`src/rtl/ms_job_sched_if.sv`:
```
// Bundle of all scheduler-facing signals except clock and reset.
//   master : the scheduler (drives grants, core stimulus and host-side results)
//   slave  : the environment (host requesters plus the shared maze-solver core)
// Requester side : req, grant, src_valid, src_maze, dst_*, done, done_status, path_len
// Core side      : core_in_valid, core_maze, core_clr, core_out_valid, core_nv, core_x, core_y
interface ms_job_sched_if #(
  parameter int unsigned NREQ = 4,
  parameter int unsigned IDW  = (NREQ > 1) ? $clog2(NREQ) : 1
);
  logic [NREQ-1:0] req;
  logic [NREQ-1:0] grant;
  logic [NREQ-1:0] src_valid;
  logic [NREQ-1:0] src_maze;

  logic            core_in_valid;
  logic            core_maze;
  logic            core_clr;
  logic            core_out_valid;
  logic            core_nv;
  logic [3:0]      core_x;
  logic [3:0]      core_y;

  logic            dst_valid;
  logic [3:0]      dst_x;
  logic [3:0]      dst_y;
  logic [IDW-1:0]  dst_id;
  logic            done;
  logic [1:0]      done_status;
  logic [8:0]      path_len;

  modport master (
    input  req, src_valid, src_maze, core_out_valid, core_nv, core_x, core_y,
    output grant, core_in_valid, core_maze, core_clr,
    output dst_valid, dst_x, dst_y, dst_id, done, done_status, path_len
  );

  modport slave (
    output req, src_valid, src_maze, core_out_valid, core_nv, core_x, core_y,
    input  grant, core_in_valid, core_maze, core_clr,
    input  dst_valid, dst_x, dst_y, dst_id, done, done_status, path_len
  );
endinterface

```
`src/rtl/ms_job_sched.sv`:
```
// Round-robin scheduler sharing one serial-in maze-solver core among NREQ requesters.
// A granted requester streams MAZE_BITS maze bits into the core; the core's path
// coordinates (or its no-path verdict) come back tagged with the requester id, and the
// job closes with a one-cycle done pulse carrying status and path length. A broken
// stream or a silent core is recovered with a two-cycle core clear.
// Ports:
//   clk   : clock, rising edge
//   rst_n : asynchronous reset, ACTIVE-HIGH despite the name (rst_n = 1 resets)
//   bus   : ms_job_sched_if.master (requester ports, core ports, results)
// done_status: 00 OK, 01 NOPATH, 10 TIMEOUT, 11 ABORT.
module ms_job_sched #(
  parameter int unsigned NREQ      = 4,
  parameter int unsigned MAZE_BITS = 289,
  parameter int unsigned TIMEOUT   = 4096
) (
  input logic            clk,
  input logic            rst_n,
  ms_job_sched_if.master bus
);

  localparam int unsigned IDW = (NREQ > 1) ? $clog2(NREQ) : 1;
  localparam int unsigned BCW = $clog2(MAZE_BITS);
  localparam int unsigned TW  = $clog2(TIMEOUT);

  localparam logic [1:0] StatOk      = 2'b00;
  localparam logic [1:0] StatNoPath  = 2'b01;
  localparam logic [1:0] StatTimeout = 2'b10;
  localparam logic [1:0] StatAbort   = 2'b11;

  typedef enum logic [2:0] {StIdle, StLoad, StWait, StOut, StClr, StDone} state_e;

  state_e          state_q, state_d;
  logic [NREQ-1:0] grant_q, grant_d;
  logic [IDW-1:0]  owner_q, owner_d;
  logic [IDW-1:0]  rr_q, rr_d;
  logic [BCW-1:0]  bit_cnt_q, bit_cnt_d;
  logic [TW-1:0]   tmr_q, tmr_d;
  logic [8:0]      plen_q, plen_d;
  logic            clr_cnt_q, clr_cnt_d;
  logic [1:0]      status_q, status_d;
  logic            in_v_q, in_v_d;
  logic            in_m_q, in_m_d;
  logic            dst_v_q, dst_v_d;
  logic [3:0]      dst_x_q, dst_x_d;
  logic [3:0]      dst_y_q, dst_y_d;

  logic            win_found;
  logic [IDW-1:0]  win_idx;
  logic            src_v_sel;
  logic            src_m_sel;

  // Only the grantee's lane is ever looked at, so other lanes cannot leak into the core.
  assign src_v_sel = bus.src_valid[owner_q];
  assign src_m_sel = bus.src_maze[owner_q];

  // First requester at or after the rr pointer, wrapping.
  always_comb begin : p_arb
    int unsigned    cand;
    logic [IDW-1:0] cand_idx;
    cand      = 0;
    cand_idx  = '0;
    win_found = 1'b0;
    win_idx   = '0;
    for (int unsigned i = 0; i < NREQ; i++) begin
      cand     = (32'(rr_q) + i) % NREQ;
      cand_idx = IDW'(cand);
      if (!win_found && bus.req[cand_idx]) begin
        win_found = 1'b1;
        win_idx   = cand_idx;
      end
    end
  end

  always_comb begin : p_next
    state_d   = state_q;
    grant_d   = grant_q;
    owner_d   = owner_q;
    rr_d      = rr_q;
    bit_cnt_d = bit_cnt_q;
    tmr_d     = tmr_q;
    plen_d    = plen_q;
    clr_cnt_d = clr_cnt_q;
    status_d  = status_q;
    in_v_d    = 1'b0;
    in_m_d    = 1'b0;
    dst_v_d   = 1'b0;
    dst_x_d   = 4'd0;
    dst_y_d   = 4'd0;

    unique case (state_q)
      StIdle: begin
        if (win_found) begin
          state_d   = StLoad;
          grant_d   = NREQ'(1'b1) << win_idx;
          owner_d   = win_idx;
          rr_d      = (32'(win_idx) == NREQ - 1) ? '0 : win_idx + IDW'(1);
          bit_cnt_d = '0;
          tmr_d     = '0;
          plen_d    = '0;
          clr_cnt_d = 1'b0;
          status_d  = StatOk;
        end
      end

      StLoad: begin
        in_v_d = src_v_sel;
        in_m_d = src_v_sel & src_m_sel;
        if (src_v_sel) begin
          if (bit_cnt_q == BCW'(MAZE_BITS - 1)) begin
            state_d = StWait;
            tmr_d   = '0;
          end else begin
            bit_cnt_d = bit_cnt_q + BCW'(1);
          end
        end else if (bit_cnt_q != '0) begin
          // Stream broke after it started.
          state_d   = StClr;
          status_d  = StatAbort;
          clr_cnt_d = 1'b0;
        end else if (tmr_q == TW'(TIMEOUT - 1)) begin
          state_d   = StClr;
          status_d  = StatTimeout;
          clr_cnt_d = 1'b0;
        end else begin
          tmr_d = tmr_q + TW'(1);
        end
      end

      StWait: begin
        // The no-path verdict wins over a simultaneous coordinate.
        if (bus.core_nv) begin
          state_d  = StDone;
          status_d = StatNoPath;
        end else if (bus.core_out_valid) begin
          state_d = StOut;
          dst_v_d = 1'b1;
          dst_x_d = bus.core_x;
          dst_y_d = bus.core_y;
          plen_d  = 9'd1;
        end else if (tmr_q == TW'(TIMEOUT - 1)) begin
          state_d   = StClr;
          status_d  = StatTimeout;
          clr_cnt_d = 1'b0;
        end else begin
          tmr_d = tmr_q + TW'(1);
        end
      end

      StOut: begin
        if (bus.core_out_valid) begin
          dst_v_d = 1'b1;
          dst_x_d = bus.core_x;
          dst_y_d = bus.core_y;
          if (plen_q != 9'd511) begin
            plen_d = plen_q + 9'd1;
          end
        end else begin
          state_d  = StDone;
          status_d = StatOk;
        end
      end

      StClr: begin
        if (clr_cnt_q) begin
          state_d = StDone;
        end else begin
          clr_cnt_d = 1'b1;
        end
      end

      StDone: begin
        state_d = StIdle;
      end

      default: begin
        state_d = StIdle;
      end
    endcase

    // Grant is released in the same cycle that done is presented.
    if (state_d == StDone) begin
      grant_d = '0;
    end
  end

  always_ff @(posedge clk or posedge rst_n) begin
    if (rst_n) begin
      state_q   <= StIdle;
      grant_q   <= '0;
      owner_q   <= '0;
      rr_q      <= '0;
      bit_cnt_q <= '0;
      tmr_q     <= '0;
      plen_q    <= '0;
      clr_cnt_q <= 1'b0;
      status_q  <= 2'b00;
      in_v_q    <= 1'b0;
      in_m_q    <= 1'b0;
      dst_v_q   <= 1'b0;
      dst_x_q   <= 4'd0;
      dst_y_q   <= 4'd0;
    end else begin
      state_q   <= state_d;
      grant_q   <= grant_d;
      owner_q   <= owner_d;
      rr_q      <= rr_d;
      bit_cnt_q <= bit_cnt_d;
      tmr_q     <= tmr_d;
      plen_q    <= plen_d;
      clr_cnt_q <= clr_cnt_d;
      status_q  <= status_d;
      in_v_q    <= in_v_d;
      in_m_q    <= in_m_d;
      dst_v_q   <= dst_v_d;
      dst_x_q   <= dst_x_d;
      dst_y_q   <= dst_y_d;
    end
  end

  assign bus.grant         = grant_q;
  assign bus.core_in_valid = in_v_q;
  assign bus.core_maze     = in_m_q;
  assign bus.core_clr      = (state_q == StClr);
  assign bus.dst_valid     = dst_v_q;
  assign bus.dst_x         = dst_x_q;
  assign bus.dst_y         = dst_y_q;
  assign bus.dst_id        = owner_q;
  assign bus.done          = (state_q == StDone);
  assign bus.done_status   = status_q;
  assign bus.path_len      = plen_q;

endmodule

```
`src/flat_wrapper.sv`:
```
// flat-port wrapper written by rule: the top's interface ports become plain ports
module ms_job_sched_flat 
#(
  parameter int unsigned NREQ      = 4,
  parameter int unsigned MAZE_BITS = 289,
  parameter int unsigned TIMEOUT   = 4096
)
  (clk, rst_n, bus_req, bus_src_valid, bus_src_maze, bus_core_out_valid, bus_core_nv, bus_core_x, bus_core_y, bus_grant, bus_core_in_valid, bus_core_maze, bus_core_clr, bus_dst_valid, bus_dst_x, bus_dst_y, bus_dst_id, bus_done, bus_done_status, bus_path_len);
  ms_job_sched_if #(.NREQ(NREQ)) bus_i ();
  input logic clk;
  input logic rst_n;
  input wire logic [$bits(bus_i.req)-1:0] bus_req;
  input wire logic [$bits(bus_i.src_valid)-1:0] bus_src_valid;
  input wire logic [$bits(bus_i.src_maze)-1:0] bus_src_maze;
  input wire logic [$bits(bus_i.core_out_valid)-1:0] bus_core_out_valid;
  input wire logic [$bits(bus_i.core_nv)-1:0] bus_core_nv;
  input wire logic [$bits(bus_i.core_x)-1:0] bus_core_x;
  input wire logic [$bits(bus_i.core_y)-1:0] bus_core_y;
  output wire logic [$bits(bus_i.grant)-1:0] bus_grant;
  output wire logic [$bits(bus_i.core_in_valid)-1:0] bus_core_in_valid;
  output wire logic [$bits(bus_i.core_maze)-1:0] bus_core_maze;
  output wire logic [$bits(bus_i.core_clr)-1:0] bus_core_clr;
  output wire logic [$bits(bus_i.dst_valid)-1:0] bus_dst_valid;
  output wire logic [$bits(bus_i.dst_x)-1:0] bus_dst_x;
  output wire logic [$bits(bus_i.dst_y)-1:0] bus_dst_y;
  output wire logic [$bits(bus_i.dst_id)-1:0] bus_dst_id;
  output wire logic [$bits(bus_i.done)-1:0] bus_done;
  output wire logic [$bits(bus_i.done_status)-1:0] bus_done_status;
  output wire logic [$bits(bus_i.path_len)-1:0] bus_path_len;
  assign bus_i.req = bus_req;
  assign bus_i.src_valid = bus_src_valid;
  assign bus_i.src_maze = bus_src_maze;
  assign bus_i.core_out_valid = bus_core_out_valid;
  assign bus_i.core_nv = bus_core_nv;
  assign bus_i.core_x = bus_core_x;
  assign bus_i.core_y = bus_core_y;
  assign bus_grant = bus_i.grant;
  assign bus_core_in_valid = bus_i.core_in_valid;
  assign bus_core_maze = bus_i.core_maze;
  assign bus_core_clr = bus_i.core_clr;
  assign bus_dst_valid = bus_i.dst_valid;
  assign bus_dst_x = bus_i.dst_x;
  assign bus_dst_y = bus_i.dst_y;
  assign bus_dst_id = bus_i.dst_id;
  assign bus_done = bus_i.done;
  assign bus_done_status = bus_i.done_status;
  assign bus_path_len = bus_i.path_len;
  ms_job_sched #(.NREQ(NREQ), .MAZE_BITS(MAZE_BITS), .TIMEOUT(TIMEOUT)) u_core (.clk(clk), .rst_n(rst_n), .bus(bus_i));
endmodule
```
`config.mk`:
```
export PLATFORM = sky130hd
export DESIGN_NAME = ms_job_sched_flat
export DESIGN_NICKNAME = d
export VERILOG_FILES = /design/src/rtl/ms_job_sched_if.sv /design/src/rtl/ms_job_sched.sv /design/src/flat_wrapper.sv
export SDC_FILE = /design/constraint.sdc
export NUM_CORES = 1
export LEC_CHECK = 0
export CORE_MARGIN = 1
export CORE_UTILIZATION = 57
export DETAILED_ROUTE_END_ITERATION = 10
export PLACE_DENSITY = 0.85
export SLEW_MARGIN = 15
export SYNTH_ARGS = -nofsm -noshare
export SYNTH_HDL_FRONTEND = slang
export SYNTH_SLANG_ARGS = --single-unit
```
`constraint.sdc`:
```
create_clock -name clk -period 5.3 [get_ports clk]
set_input_delay 1.06 -clock clk [delete_from_list [all_inputs] [get_ports clk]]
set_output_delay 1.06 -clock clk [all_outputs]
set_load 0.1 [all_outputs]
```
## Word-level counts from Yosys, hierarchy flattened

Index checks and enable logic that the tools add are counted.

| storage, ports and cells | value |
|---|---|
| bits in registers | 55 |
| input bits | 24 |
| output and inout bits | 30 |
| word-level logic and storage cells | 150 |

| operators by class | value |
|---|---|
| add/sub/neg operators | 7 |
| order comparisons | 5 |
| equal/unequal tests | 23 |
| shift operators | 1 |
| mux-type cells | 77 |
| bitwise operators | 1 |
| reduce and logical (&&, ||, !) cells | 22 |

Operator list:

| kind | number |
|---|---|
| $mux W12 | 7 |
| $mux W9 | 7 |
| $pmux W12 S3 | 1 |
| $mux W4 | 7 |
| $mux W3 | 9 |
| $pmux W9 S3 | 1 |
| $mux W2 | 12 |
| $mux W1 | 20 |
| $add A9 B1 Y9 const B | 2 |
| $pmux W9 S2 | 1 |
| $pmux W4 S2 | 2 |
| $lt A2 B3 Y1 const B | 5 |
| $pmux W3 S5 | 1 |
| $ne A2 B2 Y1 const B | 7 |
| $add A12 B1 Y12 const B | 1 |
| $bmux W1 S2 | 6 |
| $eq A12 B12 Y1 const B | 1 |
| $reduce_and A6 Y1 | 2 |
| $reduce_and A5 Y1 | 2 |
| $eq A3 B3 Y1 const B | 3 |
| $eq A9 B9 Y1 const B | 1 |
| $ne A9 B9 Y1 const B | 1 |
| $reduce_bool A9 Y1 | 1 |
| $pmux W2 S4 | 1 |
| other kinds (20) | 35 |

## Depth between registers and ports, before layout

Gate-level depths: netlist of the first run.

| logic depth | value |
|---|---|
| depth in word-level cells | 17 |
| depth in mapped cells | 9 |
| gate-level depth less buffers | 9 |

## Worst setup path after synthesis of the first run

OpenSTA, ideal clock, no wires.

| timing path | value |
|---|---|
| kind | register -> register |
| start | reg u_core.plen_q[0], in the netlist u_core.bus.path_len[0] |
| end | reg u_core.plen_q[5], in the netlist u_core.bus.path_len[5] |
| setup time | 113 ps |
| arrival time | 2906 ps |
| data required time | 5187 ps |
| setup slack | 2281 ps |
| cell stages (with the launch flop) | 10 |
| buffers on the path | 0 |
| clock period less this slack | 3019 ps |
| cell sequence | dfrtp_1 -> ha_1 -> and3_1 -> and3_1 -> and3_1 -> ha_1 -> nor3_1 -> a21oi_1 -> or3_1 -> o41ai_1 |

| on the way | value |
|---|---|
| cells in the longest elaborated chain, start to end | 4 |

RTL lines:

| what | RTL line | text |
|---|---|---|
| from (decl) | ms_job_sched.sv:38 | `logic [8:0] plen_q, plen_d;` |
| from (signal assigned) | ms_job_sched.sv:209 | `plen_q <= plen_d;` |
| $add A9 B1 Y9 | ms_job_sched.sv:155 | `plen_d = plen_q + 9'd1;` |
| $mux W9 | ms_job_sched.sv:154 | `if (plen_q != 9'd511) begin` |
| $mux W9 | ms_job_sched.sv:150 | `if (bus.core_out_valid) begin` |
| $pmux W9 S3 | ms_job_sched.sv:90 | `unique case (state_q)` |

Several ways; a longest one is shown, not always the timed one. The select of a mux whose other input is x is not followed.
A chain may end at the register's enable or synchronous reset.

## Worst setup path after layout of the first run

| timing path | value |
|---|---|
| start | reg u_core.state_q[0] |
| end | out bus_done |

| on the way | value |
|---|---|
| cells in the longest elaborated chain, start to end | 1 |

RTL lines:

| what | RTL line | text |
|---|---|---|
| from (decl) | ms_job_sched.sv:32 | `state_e state_q, state_d;` |
| from (signal assigned) | ms_job_sched.sv:188 | `state_q <= StIdle;` |
| from (signal assigned) | ms_job_sched.sv:203 | `state_q <= state_d;` |
| $eq A3 B3 Y1 | ms_job_sched.sv:228 | `assign bus.done = (state_q == StDone);` |
| to (decl) | flat_wrapper.sv:27 | `output wire logic [$bits(bus_i.done)-1:0] bus_done;` |

Every way passes these cells.

==> results of run 1 <==
area by class of cell:
class / count / area (um2)
Clock buffer: 5 / 68.8
Timing Repair Buffer: 55 / 546
Sequential cell: 55 / 1380
Clock inverter: 3 / 27.5
Multi-Input combinational cell: 242 / 1610
Tap cell: 70 / 87.6
Inverter: 12 / 45.0
Fill cell: 369 / 1410
logic make-up (layout without fill, tap and decap cells):
family                     after synthesis  in the layout  synth area share (%)
and+or+nand+nor                        134            134                  23.9
AOI/OAI and AO/OA                       90             90                  20.5
DFF                                     55             55                  44.5
buffers and inverters                   29             75                  3.80
adders and majority gates                9              9                  3.64
muxes                                    6              6                  2.87
xor gates and xnor gates                 3              3                 0.849
worst max-delay path by stage:
stage,startpoint,to,cells past startpoint
floorplan,u_core.bus.path_len[0],u_core.bus.path_len[5],9
finish,u_core.state_q[0],bus_done,4
global placement,bus_req[0],u_core.tmr_q[0],6
global route,u_core.state_q[0],bus_done,4
detailed placement,bus_req[0],u_core.tmr_q[0],6
CTS,u_core.state_q[0],bus_done,4
cell usage in the layout, fill, tap and decap left out, drive strengths merged, types with 11 or more instances in the layout:
master         Yosys  final
nor2              21     21
and2              11     11
nand3             19     19
nand2             25     25
o31ai             17     17
clkdlybuf4s50      0     53
inv               12     14
a21oi             19     19
dfrtp             55     55
o21ai             17     17
state kept, by name, summed over array words and instances (netlist names), 3 cells and up:
register	cells
u_core.tmr_q	12
u_core.bit_cnt_q	9
u_core.bus.path_len	9
u_core.bus.dst_x	4
u_core.bus.dst_y	4
u_core.bus.grant	4
u_core.state_q	3
worst max-delay path, delay by kind of cell, from the launching register on:
| family | cells | cell delay (ps) |
|---|---|---|
| buffers and inverters | 2 | 1280 |
| and+or+nand+nor | 2 | 460 |
| DFF | 1 | 640 |
synth_stat cells (all sizes together), types with 3 or more instances:
cell | n | share of area [%]
dfrtp | 55 | 44
nand2b | 8 | 1.7
clkbuf | 12 | 1.5
nand2 | 25 | 3.0
or3 | 4 | 0.81
nand4 | 9 | 1.8
a211oi | 3 | 0.89
inv | 12 | 1.5
a31oi | 6 | 1.2
and3 | 9 | 1.8
a21oi | 19 | 3.2
nor4 | 4 | 1.0
nor3 | 7 | 1.1
ha | 9 | 3.6
and4 | 3 | 0.85
and2 | 11 | 2.2
xor2 | 3 | 0.85
o21ai | 17 | 2.7
o22ai | 5 | 1.0
o31ai | 17 | 4.1
nor2 | 21 | 2.6
mux2 | 3 | 1.1
o41ai | 4 | 1.6
buf | 5 | 0.89
nand3b | 3 | 0.73
nor2b | 3 | 0.61
nand3 | 19 | 3.2
metrics by stage:
stage          instances  setup slack, ps  util [%]
4_1_cts              442             1550      72.7
3_5_place_dp         434             1810      70.8
3_3_place_gp         434             1870      70.8
5_1_grt              442             1370      72.7
6_report             442             1540      72.7
2_1_floorplan        326             2280         -
where the power goes:
| group | leakage, nW | internal (W) | switching (W) | total (W) |
|---|---|---|---|---|
| clock network | 0.0467 | 0.0000983 | 0.000154 | 0.000253 |
| logic | 0.821 | 0.000278 | 0.000617 | 0.000895 |
| registers | 0.747 | 0.000483 | 0.0000761 | 0.000559 |
| total | 1.61 | 0.000859 | 0.000847 | 0.00171 |
layer usage:
layer / global-route usage, % / up-vias / wire (um)
met4: 11.3 / 0 / 125
met3: 6.61 / 12 / 375
met2: 45.3 / 73 / 3510
li1: - / 1312 / -
met5: 0 / - / 0
met1: 34.2 / 1321 / 2990
==> summary.txt, run 1 <==
Vias post-DR: 2718
Worst Path Required: 4240 ps
Cts hold-fix bufs: 0
Yosys reg bits: 55
Global-route wire length before repair: 11.6 mm
Warnings, synthesis: 0
Drc violations: 0
Flop2flop setup slack: 2520 ps
Worst hold-check path type: reg2reg
Slew HR: 33.7%
RR Endpoint: u_core.bus.path_len[5]
Post-CTS setup buffer count: 0
Arrival time worst endpoint: 2700 ps
Yosys cell types: 58
Layout cells sized above 1: 8.33%
CTS Root Cell: clkbuf_8
Detailed Place HPWL: 5.02 mm
Worst Hold End: u_core.tmr_q[7]
Period utilization: 71.0%
Row count: 26
Startpoint types: flip-flop
Post-Route WL: 6.99 mm
Buffers on Ports: 53
Routed len/inst: 15.8 um
TritonCTS buffer count: 5
Tmin final: 3760 ps
DR vias/cell: 6.15
Sum Neg Setup Slack: 0 ps
Cell count after synthesis: 326
CP Class: reg2out
CP max-delay cell: clkdlybuf4s50_1
Hold path startpoint: u_core.tmr_q[7]
Starting Density: 59.8%
Leakage power: 1.61 nW
Fin. max-slew vios: 0
Cell Pwr Density: 454 nW/um2
Clock tree buffer depth: 2
Pin count of the biggest net entering global routing: 56
RSZ-0062 raised after global routing: false
Outcome: finished, final reports clean
Io pins: 54
Core footprint: 5170 um2
Drt first pass iters: 4
Grt ovf: 0
Endpoints failing setup: 0
Critical path endpoint category: output pin
Vias in the first global route: 2536
H-tree depth: 2
Placed Area: 3660 um2
Resize count post-CTS: 0
Hold Fails Final Rpt: 0
Fmax achieved: 266 MHz
TritonCTS Sinks: 55
Die area: 5730 um2
Seq/Total Area, Yosys: 44.5%
Initial antenna violation count: 0
Critical-path cell list: inv_1 -> nor2_1 -> and2_1 -> clkdlybuf4s50_1
Routability congestion estimate: 0.886
DRT iter0 DRCs: 254
Syn Std Cell Area: 3100 um2
Die Span X: 75.7 um
R2R Path Start: u_core.bus.path_len[0]
Critical Path Fanout Max: 16
Post-layout nets: 404
Tightest Pin Transition: 992 ps
Mean Syn Cell Area: 9.50 um2
Register-to-Register Path Depth: 9
Fraction of registers with async set/reset: 100%
Post-synth top flop: dfrtp_1
Number of enable flip-flop cells after synthesis: 0
Max VDD drop: 0.374 mV
Final Power: 0.00171 W
Fin area: 3760 um2
Ant. Diodes: 0
CTS clk-pin slew, worst paths: 110 ps
Critical Path Max Stage Delay: 1130 ps
Syn Nets: 359
Antenna viol nets, final: 0
Die Height: 75.7 um
Hold path depth: 1
Maxcap violations: 0
Clk_lat worst skew: 320 ps
Hold Worst Slack: 496 ps
GRT Total Usage: 27.3%
Synth-to-Final Area Change: 21.4%
Clk_skew: 8.38 ps
CTS tree: built
(Power assumes the default switching activity.)
==> inputs of run 2 (changes only) <==
Settings changed: CORE_UTILIZATION 57 to 48, PLACE_DENSITY 0.85 to 0.77.
Clock period 5.3 ns to 3.32 ns, I/O delays scaled along.
==> summary.txt, run 2 (same netlist as run 1, synthesis figures left out) <==
GRT Total Usage: 23.2% (-4.0 points)
Cell Pwr Density: 734 nW/um2 (+62%)
Final setup margin: 583 ps (-956 ps)
Die Height: 82.3 um (+8.7%)
DR vias/cell: 6.01 (-2.3%)
Leakage power: 1.68 nW (+4.2%)
Number of flip-flops in the largest register: 12 (unchanged)
Critical path endpoint category: flip-flop
H-tree depth: 2 (unchanged)
Fmax achieved: 365 MHz
Buffers on Ports: 53 (unchanged)
Setup WS pre-CTS: 532 ps (-1280 ps)
Most frequent cells in the layout: dfrtp_1, buf_4, clkdlybuf4s50_1
Tightest Pin Transition: 962 ps (-30.4 ps)
Slew HR: 35.7% (+2.0 points)
Detailed Place HPWL: 5.13 mm (+2.1%)
Maxcap violations: 0 (unchanged)
RSZ-0062 raised after global routing: false
Clk_skew: 8.13 ps (-0.251 ps)
TritonCTS buffer count: 5 (unchanged)
Vias in the first global route: 2588 (+2.1%)
Post-Route WL: 7.15 mm (+2.3%)
Grt ovf: 0 (unchanged)
Filler cells: 529 (+43%)
CTS Root Cell: clkbuf_8
Sum Neg Setup Slack: 0 ps (unchanged)
Cts hold-fix bufs: 0 (unchanged)
Post-route non-filler standard cell count: 451 (+2.0%)
Tmin final: 2740 ps
Worst Path Required: 3520 ps (-720 ps)
Starting Density: 51.1% (-8.8 points)
CP max-delay cell: or3_1
Global-route wire length before repair: 12.2 mm (+4.6%)
CTS tree: built
Drc violations: 0 (unchanged)
Most common cell on crit path: and3_1
DRT iter0 DRCs: 214 (-16%)
Routed len/inst: 15.9 um (+0.25%)
Die area: 6770 um2 (+18%)
Vias post-DR: 2710 (-0.29%)
Core footprint: 6060 um2 (+17%)
Routability congestion estimate: 0.906 (+2.3%)
Antenna viol nets, final: 0 (unchanged)
Hold Fails Final Rpt: 0 (unchanged)
Ant. Diodes: 0 (unchanged)
Synth-to-Final Area Change: 20.9%
Pin count of the biggest net entering global routing: 56 (unchanged)
Die Span X: 82.3 um (+8.7%)
Endpoints failing setup: 0 (unchanged)
Critical-path cell list: ha_1 -> and3_1 -> and3_1 -> and3_1 -> ha_1 -> nor3_1 -> a21oi_1 -> or3_1 -> o41ai_1
Most flop-heavy register: u_core.tmr_q
Cell family with most CP delay: simple AND/OR/NAND/NOR gates
Startpoint types: flip-flop
Layout cells sized above 1: 15.7% (+7.4 points)
CTS clk-pin slew, worst paths: 100 ps (about the same)
TritonCTS Sinks: 55 (unchanged)
Worst hold-check path type: reg2reg
Outcome: finished, final reports clean
Post-layout nets: 408 (+0.99%)
Critical Path Max Stage Delay: 490 ps (-640 ps)
Placed cells: 443 (+2.1%)
Row count: 28 (+7.7%)
Period utilization: 82.4%
Arrival time worst endpoint: 2940 ps (+240 ps)
Resize count post-CTS: 0 (unchanged)
Clock tree buffer depth: 2 (unchanged)
WP buf/inv: 0 (-2)
Post-CTS setup buffer count: 0 (unchanged)
Drt first pass iters: 6 (+2)
Io pins: 54 (unchanged)
Clk_lat worst skew: 310 ps (about the same)
Initial antenna violation count: 0 (unchanged)
Fin. max-slew vios: 0 (unchanged)
CP Class: reg2reg
Commonest non-fill, non-tap cell in the layout: dfrtp_1
Max VDD drop: 0.803 mV (+110%)
Critical Path Fanout Max: 10 (-6)
## run 2: metal layers
metal	track usage [%]	share of wire, %	up-vias
li1	-	-	1314
met1	32.7	47	1317
met2	36.4	48	69
met3	3.96	4.2	10
met4	7.02	1.1	0
met5	0	0	-
## run 2: power breakdown
part           total (W)  switching, W  internal, W
clock network   0.000411      0.000221     0.000190
registers       0.000898      0.000127     0.000771
logic            0.00144      0.000988     0.000451
## run 2: metrics by stage
| step | utilization, % | hold WS [ps] | power [W] | area [um2] |
|---|---|---|---|---|
| floorplan | - | 447 | 0.00200 | 3100 |
| global placement | 60.0 | 473 | 0.00231 | 3640 |
| detailed placement | 60.0 | 478 | 0.00234 | 3640 |
| CTS | 61.7 | 491 | 0.00275 | 3740 |
| global route | 61.7 | 518 | 0.00293 | 3740 |
| finish | 61.7 | 497 | 0.00275 | 3740 |
## run 2: final cells by class
type	count	area (um2)	share of cell area, %
multi-input cells	242	1610	43.0
flip-flops and latches	55	1380	36.8
repair buffers	59	515	13.8
clock buffers	7	96.3	2.57
well taps	75	93.8	2.51
inverters	12	45.0	1.20
clock inverters	1	7.51	0.201
## run 2: final timing paths
kind                                             start                endpoint  slack [ps]  depth (start not counted)
worst min-delay path                   u_core.tmr_q[7]         u_core.tmr_q[7]         500                          1
max in group asynchronous                        rst_n  u_core.bus.path_len[2]        2010                          3
min in group asynchronous                        rst_n         u_core.tmr_q[3]         860                          3
worst min register to register         u_core.tmr_q[7]         u_core.tmr_q[7]         500                          1
worst max-delay path            u_core.bus.path_len[0]  u_core.bus.path_len[5]         580                          9
worst max register to register  u_core.bus.path_len[0]  u_core.bus.path_len[5]         580                          9
